<file path="src/rtl/spi_slave_if.sv">
`default_nettype none
// ============================================================================
// Module   : spi_slave_if
// Purpose  : SPI slave for all four CPOL/CPHA modes. The SPI lines are
//            oversampled on clk. Received words are delivered over a
//            valid/ready handshake, and tx_data is serialised onto miso.
// Ports    : clk, rst          - system clock, synchronous active-high reset
//            cpol, cpha        - SPI mode, latched when cs falls
//            sclk, cs, mosi    - asynchronous SPI inputs (cs active-low)
//            miso, miso_oe     - slave data out and its tri-state enable
//            rx_data, rx_valid - received word and its valid flag
//            rx_ready          - consumer accept
//            rx_overrun        - pulse when an unconsumed word is overwritten
//            tx_data, tx_req   - transmit word; tx_req pulses while it is sampled
// Revision : 1.0 - initial release
// ============================================================================
module spi_slave_if #(
  parameter int DATA_WIDTH  = 8,
  parameter int SYNC_STAGES = 2
) (
  input  logic                  clk,
  input  logic                  rst,
  input  logic                  cpol,
  input  logic                  cpha,
  input  logic                  sclk,
  input  logic                  cs,
  input  logic                  mosi,
  output logic                  miso,
  output logic                  miso_oe,
  output logic [DATA_WIDTH-1:0] rx_data,
  output logic                  rx_valid,
  input  logic                  rx_ready,
  output logic                  rx_overrun,
  input  logic [DATA_WIDTH-1:0] tx_data,
  output logic                  tx_req
);

  localparam int CNT_W = $clog2(DATA_WIDTH);
  localparam logic [CNT_W-1:0] c_last_bit = CNT_W'(DATA_WIDTH - 1);

  typedef enum logic [0:0] {
    ST_IDLE   = 1'b0,
    ST_ACTIVE = 1'b1
  } state_t;

  state_t                  r_state;
  state_t                  w_next_state;
  logic [SYNC_STAGES-1:0]  r_sclk_sync;
  logic [SYNC_STAGES-1:0]  r_cs_sync;
  logic [SYNC_STAGES-1:0]  r_mosi_sync;
  logic                    r_sclk_d;
  logic                    r_cs_d;
  logic [SYNC_STAGES:0]    r_flush;
  logic                    r_armed;
  logic                    r_cpol;
  logic                    r_cpha;
  logic [CNT_W-1:0]        r_bit_cnt;
  logic [DATA_WIDTH-1:0]   r_rx_sh;
  logic [DATA_WIDTH-1:0]   r_tx_sh;
  logic                    r_skip;
  logic                    r_reload;
  logic                    r_done;

  logic w_sclk_s, w_cs_s, w_mosi_s;
  logic w_rise, w_fall, w_sample_edge, w_shift_edge;
  logic w_cs_fall, w_start, w_do_sample, w_do_shift;

  assign w_sclk_s = r_sclk_sync[SYNC_STAGES-1];
  assign w_cs_s   = r_cs_sync[SYNC_STAGES-1];
  assign w_mosi_s = r_mosi_sync[SYNC_STAGES-1];

  assign w_rise = w_sclk_s & ~r_sclk_d;
  assign w_fall = ~w_sclk_s & r_sclk_d;

  // Sample on the leading edge for CPHA=0 and on the trailing edge for CPHA=1,
  // which reduces to rising when cpol == cpha.
  assign w_sample_edge = (r_cpol == r_cpha) ? w_rise : w_fall;
  assign w_shift_edge  = (r_cpol == r_cpha) ? w_fall : w_rise;

  // The synchronisers reset to the cs idle level, so for a few cycles after
  // reset w_cs_s shows a high that never existed on the pin. A frame may start
  // only after the chain has flushed and a genuine high has been seen.
  assign w_cs_fall = r_armed & r_cs_d & ~w_cs_s;

  always_ff @(posedge clk) begin
    if (rst) begin
      r_state <= ST_IDLE;
    end else begin
      r_state <= w_next_state;
    end
  end

  always_comb begin
    w_next_state = r_state;
    w_start      = 1'b0;
    w_do_sample  = 1'b0;
    w_do_shift   = 1'b0;
    case (r_state)
      ST_IDLE: begin
        if (w_cs_fall) begin
          w_next_state = ST_ACTIVE;
          w_start      = 1'b1;
        end
      end
      ST_ACTIVE: begin
        if (w_cs_s) begin
          w_next_state = ST_IDLE;
        end else begin
          w_do_sample = w_sample_edge;
          w_do_shift  = w_shift_edge;
        end
      end
      default: w_next_state = ST_IDLE;
    endcase
    miso_oe = (r_state == ST_ACTIVE);
    miso    = (r_state == ST_ACTIVE) & r_tx_sh[DATA_WIDTH-1];
    // tx_data is sampled at the cs fall and at the first shift edge after
    // each word wraps.
    tx_req  = w_start | (w_do_shift & r_reload & ~r_skip);
  end

  always_ff @(posedge clk) begin
    if (rst) begin
      r_sclk_sync <= '0;
      r_cs_sync   <= '1;
      r_mosi_sync <= '0;
      r_sclk_d    <= 1'b0;
      r_cs_d      <= 1'b1;
      r_flush     <= '0;
      r_armed     <= 1'b0;
      r_cpol      <= 1'b0;
      r_cpha      <= 1'b0;
      r_bit_cnt   <= '0;
      r_rx_sh     <= '0;
      r_tx_sh     <= '0;
      r_skip      <= 1'b0;
      r_reload    <= 1'b0;
      r_done      <= 1'b0;
      rx_data     <= '0;
      rx_valid    <= 1'b0;
      rx_overrun  <= 1'b0;
    end else begin
      r_sclk_sync <= {r_sclk_sync[SYNC_STAGES-2:0], sclk};
      r_cs_sync   <= {r_cs_sync[SYNC_STAGES-2:0], cs};
      r_mosi_sync <= {r_mosi_sync[SYNC_STAGES-2:0], mosi};
      r_sclk_d    <= w_sclk_s;
      r_cs_d      <= w_cs_s;
      r_flush     <= {r_flush[SYNC_STAGES-1:0], 1'b1};
      r_armed     <= r_armed | (r_flush[SYNC_STAGES] & w_cs_s);
      r_done      <= 1'b0;

      if (w_start) begin
        r_cpol    <= cpol;
        r_cpha    <= cpha;
        r_tx_sh   <= tx_data;
        // With CPHA=1 the MSB is already on miso, so the first shift edge
        // only confirms it.
        r_skip    <= cpha;
        r_reload  <= 1'b0;
        r_bit_cnt <= '0;
      end else if ((r_state == ST_ACTIVE) && w_cs_s) begin
        // Frame aborted or finished: any partial word is dropped.
        r_bit_cnt <= '0;
        r_skip    <= 1'b0;
        r_reload  <= 1'b0;
      end else begin
        if (w_do_sample) begin
          r_rx_sh <= {r_rx_sh[DATA_WIDTH-2:0], w_mosi_s};
          if (r_bit_cnt == c_last_bit) begin
            r_bit_cnt <= '0;
            r_done    <= 1'b1;
            r_reload  <= 1'b1;
          end else begin
            r_bit_cnt <= r_bit_cnt + CNT_W'(1);
          end
        end
        if (w_do_shift) begin
          if (r_skip) begin
            r_skip <= 1'b0;
          end else if (r_reload) begin
            r_tx_sh  <= tx_data;
            r_reload <= 1'b0;
          end else begin
            r_tx_sh <= {r_tx_sh[DATA_WIDTH-2:0], 1'b0};
          end
        end
      end

      // Word delivery is one cycle behind the final sample so that the
      // completed shifter contents are stable when copied.
      rx_overrun <= 1'b0;
      if (r_done) begin
        rx_data    <= r_rx_sh;
        rx_valid   <= 1'b1;
        rx_overrun <= rx_valid & ~rx_ready;
      end else if (rx_valid && rx_ready) begin
        rx_valid <= 1'b0;
      end
    end
  end

endmodule
`default_nettype wire

</file>
<file path="config.mk">
export PLATFORM = sky130hd
export DESIGN_NAME = spi_slave_if
export DESIGN_NICKNAME = d
export VERILOG_FILES = /design/src/rtl/spi_slave_if.sv
export SDC_FILE = /design/constraint.sdc
export NUM_CORES = 1
export LEC_CHECK = 0
export CAP_MARGIN = 10
export CORE_MARGIN = 4
export CORE_UTILIZATION = 25
export CTS_CLUSTER_DIAMETER = 50
export DETAILED_ROUTE_END_ITERATION = 16
export DONT_BUFFER_PORTS = 1
export PLACE_DENSITY_LB_ADDON = 0.1
export SYNTH_ARGS = -nofsm -noshare
export SYNTH_HDL_FRONTEND = slang
export SYNTH_SLANG_ARGS = --single-unit
</file>
<file path="constraint.sdc">
create_clock -name clk -period 3 [get_ports clk]
set_input_delay 0.3 -clock clk [delete_from_list [all_inputs] [get_ports clk]]
set_output_delay 0.3 -clock clk [all_outputs]
set_load 0.1 [all_outputs]
</file>
After elaboration in Yosys (flattened, before gate mapping) --
Index checks and enable logic that the tools add are counted.
Storage, ports and cells: word-level logic and storage cells 84, input bits 16, output and inout bits 13, register bits 47
Cells by class: add/sub/neg operators 1, equality and inequality tests 4, bitwise logic cells 21, mux-type cells 28, reduce and logical (&&, ||, !) cells 10
Operator list (number):
- 2-to-1 mux 8 bit | 5
- 2-to-1 mux 1 bit | 21
- NOT 1 bit | 10
- bitwise AND 1 bit | 9
- AND reduction 3 bit | 2
- nonzero test 2 bit | 2
- OR reduction 4 bit | 1
- adder 3 x 1 -> 3 bit, second input constant | 1
- equality test 3 bit, second input constant | 1
- 2-to-1 mux 3 bit | 1
- nonzero test 3 bit | 1
- OR reduction 3 bit | 1
- logical AND 1 bit | 2
- inequality test 2 x 1 -> 1 bit, second input constant | 1
- inequality test 2 bit, second input constant | 1
- OR 1 bit | 2
- case mux 1 bit (2 select lines) | 1
- OR reduction 2 bit | 1
- equality test 1 bit | 1

Longest topological paths before layout --
depth after elaboration 9, mapped depth 5, gate-level depth less buffers 4

Least setup slack after synthesis --
No wires, ideal clock.
path type register to output, from reg r_state, in the netlist miso_oe, to out tx_req, cell stages (with the launch flop) 5, required time 2.700 ns, slack -0.419 ns, arrival time 3.119 ns, path buffers 0, path through dfxtp_1 > nand2b_1 > nor2_1 > a21oi_4 > a21oi_1
On the way: longest elaborated chain between the ends 4, elaborated cells between the ends (all ways) 5, classes of those cells mux (2); bitwise (3)
RTL lines:
- from (decl) | RTL line 46 | state_t r_state;
- from (signal assigned) | RTL line 89 | r_state <= w_next_state;
- 2-to-1 mux 1 bit | RTL line 98 | case (r_state)
- bitwise AND 1 bit (2 in series) | RTL line 119 | tx_req = w_start | (w_do_shift & r_reload & ~r_skip);
- OR 1 bit (*) | RTL line 119
- to (decl) | RTL line 35 | output logic tx_req
Mark *: on every way between the ends. The rest lies on a longest branch, timed or not.

Worst setup path after layout --
from reg r_cpha, to out tx_req
On the way: longest elaborated chain between the ends 7
RTL lines:
- from (decl) | RTL line 56 | logic r_cpha;
- from (signal assigned) | RTL line 154 | r_cpha <= cpha;
- equality test 1 bit | RTL line 78 | assign w_shift_edge = (r_cpol == r_cpha) ? w_fall : w_rise;
- 2-to-1 mux 1 bit | RTL line 78
- 2-to-1 mux 1 bit | RTL line 106 | if (w_cs_s) begin
- 2-to-1 mux 1 bit | RTL line 98
- bitwise AND 1 bit (2 in series) | RTL line 119
- OR 1 bit | RTL line 119
No other way between the ends.

==> flow_summary.toml <==
[global_route]
grt_max_degree = 48
overflow = 0
grt.total_usage_pct = 9.34
grt_pass1_vias = 1275
grt_pass1_wl_um = 6460
antenna_found_initial = 0

[power_and_ir_drop]
vdd_drop_max_mv = 0.127
power.density_nw_per_um2 = 493
p_leak_uw = 0.000725

[yosys]
yosysTopAreaCell = "dfxtp_1"
synth_ff_type = "dfxtp_1"
synth_fp_nets = 215
synth_top_area_share_pct = 50.5
syn_area_um2 = 1860
yosys_warnings = 0
syn_avg_cell_area_um2 = 9.45
synth-async-reset-ratio_pct = 0
synth_edf_count = 0
seq_area_frac_synth_pct = 50.5
synth_common_cells = "dfxtp_1, a21oi_1, o21ai_0, nand3_1, nor2b_1"
yosysUniqueCellTypes = 28
ys_ff_latch = 47
synth_cells = 197
synth.most_common_cell = "dfxtp_1"
synth_area_leaders = "dfxtp_1, a21oi_1, mux2i_1, nor2b_1, o21ai_0"

[route]
wl_per_cell_um = 13.3
first_iter_violations = 74
drt_wl_total_um = 3940
viasPerCell = 4.45
drc_errors = 0
vias = 1317
dr.pass1.iters = 4
antenna_left = 0

[floorplanning]
fp.dieH_um = 94.3
core_area_um2 = 7250
ioPinCount = 29
dieWidth_um = 94.3
start_util_pct = 25.7
die-area_um2 = 8890
num_rows = 31

[setup_path]
reg2regPathDepth = 4
rr_startpoint = "miso_oe"
worstPathMaxFanout = 9
start_kind = "flip-flop"
crit_type = "flip-flop to output pin"
arrival_ps = 1900
startpoint = "r_cpha"
cp-end-kind = "output pin"
crit_required_ps = 2700

[hold_path]
hold_class = "input pin to flip-flop"
hold_depth = 1
hp-start = "rst"

[place]
place_hpwl_um = 2670
io_buffer_count = 0
routabilityCongestion = 0.677
dp_cells = 288

[cells_and_area]
layout-drive-gt1-share_pct = 13.2
area_growth_pct = 11.1
diodes = 0
n_fill_cell = 791
fin_cells = 296
layout.nets = 214

[timing]
relSlewSlack_pct = 34.9
fin_crit_ps = 2200
fmax_mhz = 454
rsz0062_at_grt = "false"
period_share_pct = 73.5
tightest_slew_ps = 974
hold_violations = 0
tns_ps = 0
slew_violations = 0
finClkSkew_ps = 6.97
setup_violations = 0

[clocking]
cts-buffers-inserted = 5
cts_sinks = 47
cts_hold_buf = 0
cts.path.max_buffers = 2
htree_levels = 2
cts.reportedPaths.clkPinSlew_ps = 80
clk-insertion-delay-late_ps = 290
postCtsSetupRepairBufs = 0
root_buffer = "clkbuf_8"
cts-resized-gates = 0
cts_tree = "yes"

[run_status]
outcome = "completed"

[job]
drv_cap = 0
## per-stage QoR
step                power [uW]  utilization, %  worst slack, ps  instance area [um^2]  hold slack (ps)
floorplan                  673               -              212                  1870              389
global placement           670            27.4             1130                  1990              380
detailed placement         670            27.4             1080                  1990              380
CTS                       1040            28.5              778                  2070             58.4
global route              1070            28.5              681                  2070             52.4
finish                    1020            28.5              795                  2070             68.7
## registers in the layout (all words and copies together) (netlist names)
register,flops
miso_oe,1
r_reload,1
r_cpha,1
r_flush,3
r_cpol,1
r_mosi_sync,2
rx_valid,1
r_armed,1
rx_data,8
r_sclk_d,1
r_tx_sh,8
r_cs_sync,2
r_sclk_sync,2
r_rx_sh,8
r_done,1
rx_overrun,1
r_cs_d,1
r_bit_cnt,3
r_skip,1
## cell usage in the layout (no fill, tap or decap), types with 3 or more instances in the layout
cell type  instances
dfxtp_1           47
a21oi_1           24
o21ai_0           18
nand3_1           17
nor2b_1           15
nor2_1            12
mux2i_1           11
mux2_2             7
nand2_1            6
clkbuf_8           5
nand2b_1           3
inv_1              3
or2_2              3
buf_4              3
## final cells by class
cell class | count | area [um^2] | area share (%)
flip-flops and latches | 47 | 941 | 45.5
multi-input cells | 134 | 865 | 41.8
well taps | 99 | 124 | 5.99
clock buffers | 7 | 76.3 | 3.69
repair buffers | 4 | 42.5 | 2.06
inverters | 4 | 15.0 | 0.726
clock inverters | 1 | 5.00 | 0.242
## power by group
group	switching, uW	internal (uW)
clock	201	164
combinational	12.1	8.64
sequential	3.43	631
## worst paths after layout
path                  endpoint  slack, ps
hold / removal      r_flush[1]         70
setup reg to reg        r_skip       1070
hold reg to reg   r_cs_sync[1]        420
setup / recovery        tx_req        800
## routing by layer
metal	part of all wire [%]	vias up	global-route usage, %
li1	-	681	-
met5	0	-	0
met3	6.9	4	4.09
met4	1.2	0	3.25
met1	46	609	11.6
met2	46	23	14.4
## critical path, stage by stage (launching register included)
cell	delay [ps]
dfxtp_1	340
xnor2_2	250
mux2i_1	430
a21oi_4	190
a21oi_2	200
buf_12	200
## logic make-up after synthesis
| family | after synthesis | synth area share [%] |
|---|---|---|
| simple gates | 63 | 18.4 |
| compound gates | 49 | 14.7 |
| flops | 47 | 50.5 |
| mux | 19 | 11.0 |
| buf+inv | 16 | 3.23 |
| fa+ha+maj | 2 | 1.34 |
| xor+xnor | 1 | 0.874 |
Power figures use the tool's default switching activity.
